--- src/rtl/ltc2145_pkg.sv ---
// Shared types and constants for the LTC2145 per-channel sample capture path.

package ltc2145_pkg;

  typedef enum logic [1:0] {
    IDLE   = 2'd0,
    TRAIN  = 2'd1,
    LOCKED = 2'd2,
    FAIL   = 2'd3
  } capture_state_t;

  localparam int unsigned PAT_W     = 14;
  localparam int unsigned ERR_CNT_W = 16;

  // LTC2145 alternating test pattern
  localparam logic [PAT_W-1:0] PAT_A = 14'h2AAA;
  localparam logic [PAT_W-1:0] PAT_B = 14'h1555;

  function automatic logic [ERR_CNT_W-1:0] sat_inc(input logic [ERR_CNT_W-1:0] v);
    return (v == '1) ? v : v + ERR_CNT_W'(1);
  endfunction

endpackage

--- src/rtl/ltc2145_sample_fifo.sv ---
// Synchronous first-word-fallthrough FIFO with flush; pointers carry one extra wrap bit.

module ltc2145_sample_fifo #(
  parameter int unsigned DW         = 14,
  parameter int unsigned FIFO_DEPTH = 16
) (
  input  logic          clk,
  input  logic          rst,
  input  logic          flush,
  input  logic          wr_en,
  input  logic [DW-1:0] wr_data,
  input  logic          rd_en,
  output logic [DW-1:0] rd_data,
  output logic          full,
  output logic          empty
);

  localparam int unsigned AW = $clog2(FIFO_DEPTH);

  logic [AW:0]   wr_ptr_q, wr_ptr_d;
  logic [AW:0]   rd_ptr_q, rd_ptr_d;
  logic [DW-1:0] mem_q [FIFO_DEPTH];
  logic          rd_ok;
  logic          wr_ok;

  assign empty = (wr_ptr_q == rd_ptr_q);
  assign full  = (wr_ptr_q[AW] != rd_ptr_q[AW]) && (wr_ptr_q[AW-1:0] == rd_ptr_q[AW-1:0]);
  assign rd_ok = rd_en & ~empty;
  // A write into a full FIFO is still taken when the head leaves in the same cycle.
  assign wr_ok = wr_en & (~full | rd_ok) & ~flush;
  assign rd_data = mem_q[rd_ptr_q[AW-1:0]];

  always_comb begin
    wr_ptr_d = wr_ptr_q;
    rd_ptr_d = rd_ptr_q;
    if (flush) begin
      wr_ptr_d = '0;
      rd_ptr_d = '0;
    end else begin
      if (wr_ok) wr_ptr_d = wr_ptr_q + (AW+1)'(1);
      if (rd_ok) rd_ptr_d = rd_ptr_q + (AW+1)'(1);
    end
  end

  always_ff @(posedge clk or posedge rst) begin
    if (rst) begin
      wr_ptr_q <= '0;
      rd_ptr_q <= '0;
    end else begin
      wr_ptr_q <= wr_ptr_d;
      rd_ptr_q <= rd_ptr_d;
    end
  end

  always_ff @(posedge clk) begin
    if (wr_ok) mem_q[wr_ptr_q[AW-1:0]] <= wr_data;
  end

endmodule

--- src/rtl/ltc2145_sample_capture.sv ---
// Per-channel LTC2145 capture: input pipe, training lock FSM, FIFO-buffered valid/ready output.
// Optional CAPTURE_TWOS_COMP_EN converts the output word from offset binary to two's complement.

module ltc2145_sample_capture
  import ltc2145_pkg::*;
#(
  parameter int unsigned DW            = 14,
  parameter int unsigned FIFO_DEPTH    = 16,
  parameter int unsigned LOCK_COUNT    = 64,
  parameter int unsigned TRAIN_TIMEOUT = 4096
) (
  input  logic                 sample_clk,
  input  logic                 reset,
  input  logic [DW-1:0]        data_in,
  input  logic                 train_start,
  input  logic                 capture_en,
  output logic [DW-1:0]        m_data,
  output logic                 m_valid,
  input  logic                 m_ready,
  output logic                 locked,
  output logic                 train_fail,
  output logic                 overflow,
  output logic [ERR_CNT_W-1:0] err_cnt,
  output logic [1:0]           state_o
);

  localparam int unsigned MW = $clog2(LOCK_COUNT + 1);
  localparam int unsigned TW = $clog2(TRAIN_TIMEOUT);
  localparam logic [DW-1:0] PAT_A_W = DW'(PAT_A);
  localparam logic [DW-1:0] PAT_B_W = DW'(PAT_B);

  logic [1:0] rst_sync_q, rst_sync_d;
  logic       rst;

  capture_state_t       state_q, state_d;
  logic [DW-1:0]        s1_q, s2_q, prev_q, prev_d;
  logic                 hist_vld_q, hist_vld_d;
  logic [MW-1:0]        match_q, match_d;
  logic [TW-1:0]        tmo_q, tmo_d;
  logic [ERR_CNT_W-1:0] err_q, err_d;
  logic                 ovf_q, ovf_d;
  logic                 locked_q, locked_d;
  logic                 fail_q, fail_d;

  logic                 good_c, lock_hit_c, tmo_hit_c;
  logic                 fifo_wr_c, fifo_rd_c, fifo_full, fifo_empty;
  logic [DW-1:0]        fifo_data;

  // Async assert, release synchronised to sample_clk.
  assign rst_sync_d = {rst_sync_q[0], 1'b0};
  always_ff @(posedge sample_clk or posedge reset) begin
    if (reset) rst_sync_q <= 2'b11;
    else       rst_sync_q <= rst_sync_d;
  end
  assign rst = rst_sync_q[1];

  always_ff @(posedge sample_clk or posedge rst) begin
    if (rst) begin
      s1_q <= '0;
      s2_q <= '0;
    end else begin
      s1_q <= data_in;
      s2_q <= s1_q;
    end
  end

  assign good_c     = hist_vld_q && ((s2_q == PAT_A_W) || (s2_q == PAT_B_W)) && (s2_q != prev_q);
  assign lock_hit_c = good_c && (match_q == MW'(LOCK_COUNT - 1));
  assign tmo_hit_c  = (tmo_q == TW'(TRAIN_TIMEOUT - 1));

  always_ff @(posedge sample_clk or posedge rst) begin
    if (rst) state_q <= IDLE;
    else     state_q <= state_d;
  end

  // Lock takes priority over timeout when both land in the same cycle.
  always_comb begin
    state_d = state_q;
    if (train_start) begin
      state_d = TRAIN;
    end else begin
      case (state_q)
        TRAIN: begin
          if (lock_hit_c)     state_d = LOCKED;
          else if (tmo_hit_c) state_d = FAIL;
        end
        default: state_d = state_q;
      endcase
    end
  end

  always_comb begin
    prev_d     = prev_q;
    hist_vld_d = hist_vld_q;
    match_d    = match_q;
    tmo_d      = tmo_q;
    err_d      = err_q;
    ovf_d      = ovf_q;
    if (train_start) begin
      hist_vld_d = 1'b0;
      match_d    = '0;
      tmo_d      = '0;
      err_d      = '0;
      ovf_d      = 1'b0;
    end else begin
      if (state_q == TRAIN) begin
        prev_d     = s2_q;
        hist_vld_d = 1'b1;
        tmo_d      = tmo_q + TW'(1);
        if (good_c) begin
          match_d = match_q + MW'(1);
        end else begin
          match_d = '0;
          // First sample after train_start only seeds the compare history.
          if (hist_vld_q) err_d = sat_inc(err_q);
        end
      end
      if (fifo_wr_c && fifo_full && !fifo_rd_c) ovf_d = 1'b1;
    end
    locked_d = (state_d == LOCKED);
    fail_d   = (state_d == FAIL);
  end

  always_ff @(posedge sample_clk or posedge rst) begin
    if (rst) begin
      prev_q     <= '0;
      hist_vld_q <= 1'b0;
      match_q    <= '0;
      tmo_q      <= '0;
      err_q      <= '0;
      ovf_q      <= 1'b0;
      locked_q   <= 1'b0;
      fail_q     <= 1'b0;
    end else begin
      prev_q     <= prev_d;
      hist_vld_q <= hist_vld_d;
      match_q    <= match_d;
      tmo_q      <= tmo_d;
      err_q      <= err_d;
      ovf_q      <= ovf_d;
      locked_q   <= locked_d;
      fail_q     <= fail_d;
    end
  end

  assign fifo_wr_c = (state_q == LOCKED) && capture_en && !train_start;
  assign fifo_rd_c = m_valid && m_ready;

  ltc2145_sample_fifo #(
    .DW         (DW),
    .FIFO_DEPTH (FIFO_DEPTH)
  ) u_fifo (
    .clk     (sample_clk),
    .rst     (rst),
    .flush   (train_start),
    .wr_en   (fifo_wr_c),
    .wr_data (s2_q),
    .rd_en   (fifo_rd_c),
    .rd_data (fifo_data),
    .full    (fifo_full),
    .empty   (fifo_empty)
  );

  assign m_valid = ~fifo_empty;
`ifdef CAPTURE_TWOS_COMP_EN
  assign m_data  = fifo_empty ? '0 : (fifo_data ^ {1'b1, {(DW-1){1'b0}}});
`else
  assign m_data  = fifo_empty ? '0 : fifo_data;
`endif

  assign locked     = locked_q;
  assign train_fail = fail_q;
  assign overflow   = ovf_q;
  assign err_cnt    = err_q;
  assign state_o    = state_q;

endmodule

--- config.mk ---
export PLATFORM = sky130hd
export DESIGN_NAME = ltc2145_sample_capture
export DESIGN_NICKNAME = d
export VERILOG_FILES = /design/src/rtl/ltc2145_pkg.sv /design/src/rtl/ltc2145_sample_fifo.sv /design/src/rtl/ltc2145_sample_capture.sv
export SDC_FILE = /design/constraint.sdc
export NUM_CORES = 1
export LEC_CHECK = 0
export ABC_AREA = 1
export CAP_MARGIN = 10
export CORE_AREA = 2 2 148 150
export CTS_CLUSTER_SIZE = 12
export DETAILED_ROUTE_END_ITERATION = 10
export DIE_AREA = 0 0 150 152
export PLACE_DENSITY_LB_ADDON = 0.2
export REMOVE_ABC_BUFFERS = 1
export SLEW_MARGIN = 20
export SYNTH_ARGS = -nofsm -noshare
export SYNTH_HDL_FRONTEND = slang
export SYNTH_SLANG_ARGS = --single-unit
--- constraint.sdc ---
create_clock -name sample_clk -period 8.3 [get_ports sample_clk]
set_input_delay 1.66 -clock sample_clk [delete_from_list [all_inputs] [get_ports sample_clk]]
set_output_delay 1.66 -clock sample_clk [all_outputs]
set_load 0.005 [all_outputs]
==> results.txt <==
Final GP Congestion: 0.833
Buffers on Ports: 54
Post-Syn Area: 0.0135 mm²
main area contributors after synthesis: edfxtp_1 (50%), dfrtp_1 (17%), nor2_1 (5.9%)
vias in the first global route: 8785
status: finished, final reports clean
DRT iter0 DRCs: 779
async set or reset register ratio after synthesis: 29.8%
Setup WS post-layout: 2.77 ns
GRT Util Overall: 26.8%
P&R area growth vs syn: 13.0%
Startpoint Class: register
setup TNS: 0 ns
Hold-fix buffers, CTS: 0
Die Width: 150 µm
Final #Nets: 1285
ys flop type: edfxtp_1
endpoint type of the worst setup path: output pin
Final HPWL DP: 17800 µm
Clk Latency, worst-skew pair: 0.56 ns
Die ar.: 0.0228 mm²
share of cells above drive strength 1: 8.18%
CTS tree: yes
maxcap violations: 0
Peak Freq: 181 MHz
crit path max fanout: 51
Die Ht: 152 µm
cell accounting for the most synthesized area: edfxtp_1
Synth Warn #: 0
R2R Setup Slk: 5.20 ns
WHS: 0.198 ns
Rows: 54
Tightest Pin Transition: 1.13 ns
Mapped Cells: 1218
top cell type's share of synthesized area: 49.8%
CTS sink cnt: 319
post-cts resize count: 0
peak supply drop: 189 µV
CP cell instances: inv_2, buf_4, o21ai_0, o211ai_1, o211ai_1, a31oi_1, clkdlybuf4s50_1
wire per inst: 19.1 µm
CP arrival: 3.87 ns
total chip power: 3.62 mW
Leak Pwr: 5.65 nW
io pins: 55
Worst Hold Class: reg2async
max incr delay on CP: 0.73 ns
Crit Path Category: reg2out
minimum clock period: 5.53 ns
largest net degree at the start of global routing: 72
slowest CP cell: inv_2
unrepaired setup endpoints after global routing: no
routed wire length: 29900 µm
worst slack, placed: 3.40 ns
Final ANT Viol Nets: 0
CTS Buf Count: 31
cell mode on critical path: o211ai_1
Inserted Diodes: 0
antenna violations before repair: 0
fin area: 0.0153 mm²
Remaining DRCs: 0
Post-CTS Setup Inserts: 0
#FFs+latches synth: 319
worst rel slew slack: 24.4%
Req. time, crit path: 6.64 ns
Pwr Density: 237 mW/mm²
syn_area_per_cell: 11.1 µm²
Reg2Reg Depth: 6
core footprint: 0.0214 mm²
Area after DPL: 0.0144 mm²
1st-pass router iterations: 5
Root Buffer: clkbuf_16
Yosys cell types: 38
vias: 9197
gr ovfl total: 0
Max clock buf depth: 3
Clock Skews: 0.0125 ns
Seq/Total Area, Yosys: 67.4%
final setup vio count: 0
pins over their slew limit: 0
number of flops mapped to enable cells by yosys: 224
Clock transition at path regs: 0.06 ns
Hold Vio Cnt, Final: 0
initial core utilization: 63.3%
Via density: 5.88
H-Tree Depth: 1
global-route wire length before repair: 46900 µm
Final Cycle Share: 66.6%
==> critical path: cells and delay by family (launching register included) <==
kind | cells | cell delay [ns]
AO/OA/AOI/OAI | 4 | 0.74
buffers and inverters | 3 | 1.86
flip-flops | 1 | 0.68
==> where the power goes <==
| part | total (mW) | internal, mW | switching, mW |
|---|---|---|---|
| Combinational | 0.546 | 0.224 | 0.322 |
| Sequential | 1.81 | 1.73 | 0.0822 |
| Clock | 1.26 | 0.710 | 0.552 |
| Total | 3.62 | 2.66 | 0.956 |
==> final timing paths <==
check	startpoint	end
max in group asynchronous	rst_sync_q[1]$_DFF_PP1_	u_fifo.rd_ptr_q[0]$_DFFE_PP0P_
min in group sample_clk	s1_q[3]$_DFF_PP0_	s2_q[3]$_DFF_PP0_
min reg2reg	rst_sync_q[1]$_DFF_PP1_	s1_q[7]$_DFF_PP0_
max reg2reg	u_fifo.rd_ptr_q[1]$_DFFE_PP0P_	u_fifo.mem_q[12][11]$_DFFE_PP_
max	u_fifo.rd_ptr_q[0]$_DFFE_PP0P_	m_data[6]
min	rst_sync_q[1]$_DFF_PP1_	s1_q[7]$_DFF_PP0_
==> cells in the mapped netlist, types with 15 or more instances <==
library cell / number
nor2_1: 213
nand4_1: 20
a31oi_1: 15
o21ai_0: 126
nor3_1: 23
edfxtp_1: 224
clkbuf_1: 33
xor2_1: 17
nand3_1: 38
nand2_1: 182
buf_2: 15
o211ai_1: 28
a21oi_1: 16
dfrtp_1: 93
inv_1: 58
==> kinds of logic (layout without fill, tap and decap cells) <==
group	after synthesis	in the layout	synth area share, %
AO/OA/AOI/OAI	216	216	9.25
other	1	1	0.0277
buffers and inverters	127	192	3.95
AND/OR/NAND/NOR	508	508	16.0
multiplexers	14	14	1.04
adder cells (fa/ha/maj)	8	8	0.741
XOR/XNOR	25	25	1.62
flip-flops	319	319	67.4
==> layout make-up <==
class	count	area, µm²
Clock inverter	3	18.8
Timing Repair Buffer	63	608
Sequential cell	319	9110
Tap cell	280	350
Inverter	71	269
Multi-Input combinational cell	772	4040
Fill cell	1456	6080
Clock buffer	55	880
==> flip-flops by register name, indices dropped and copies added (netlist names) <==
signal / cells
u_fifo.rd_ptr_q: 5
match_q: 7
tmo_q: 12
u_fifo.mem_q: 224
rst_sync_q: 2
s2_q: 14
u_fifo.wr_ptr_q: 5
overflow: 1
train_fail: 1
err_cnt: 16
state_o: 2
s1_q: 14
locked: 1
prev_q: 14
hist_vld_q: 1
==> cell usage in the layout, fill, tap and decap left out, types with 9 or more instances in the layout <==
master,synthesis,final
clkdlybuf4s50_1,0,54
o211ai_1,28,28
xor2_1,17,17
nand2_2,11,11
nand2_1,182,182
o32ai_1,14,14
edfxtp_1,224,224
a21oi_1,16,16
nor2_1,213,213
mux2i_1,14,14
o21ai_0,126,126
nand4_1,20,20
clkbuf_1,33,22
nor2_2,11,11
nor3_4,0,14
o22ai_1,14,14
buf_4,6,9
dfrtp_1,93,91
inv_2,12,12
nand3_1,38,38
a31oi_1,15,15
inv_1,58,57
clkbuf_16,0,31
==> metal layers <==
metal	routed length (µm)	track usage [%]	up-vias
li1	-	-	4321
met1	11800	36.9	4451
met2	15000	45.0	368
met3	2240	3.03	57
met4	879	8.67	0
met5	0	0	-
==> metrics by stage <==
| stage | util [%] | instances |
|---|---|---|
| floorplan | - | 1162 |
| global placement | 67.3 | 1505 |
| detailed placement | 67.3 | 1505 |
| CTS | 71.5 | 1563 |
| global route | 71.5 | 1563 |
| finish | 71.5 | 1563 |
Power figures use the tool's default switching activity.
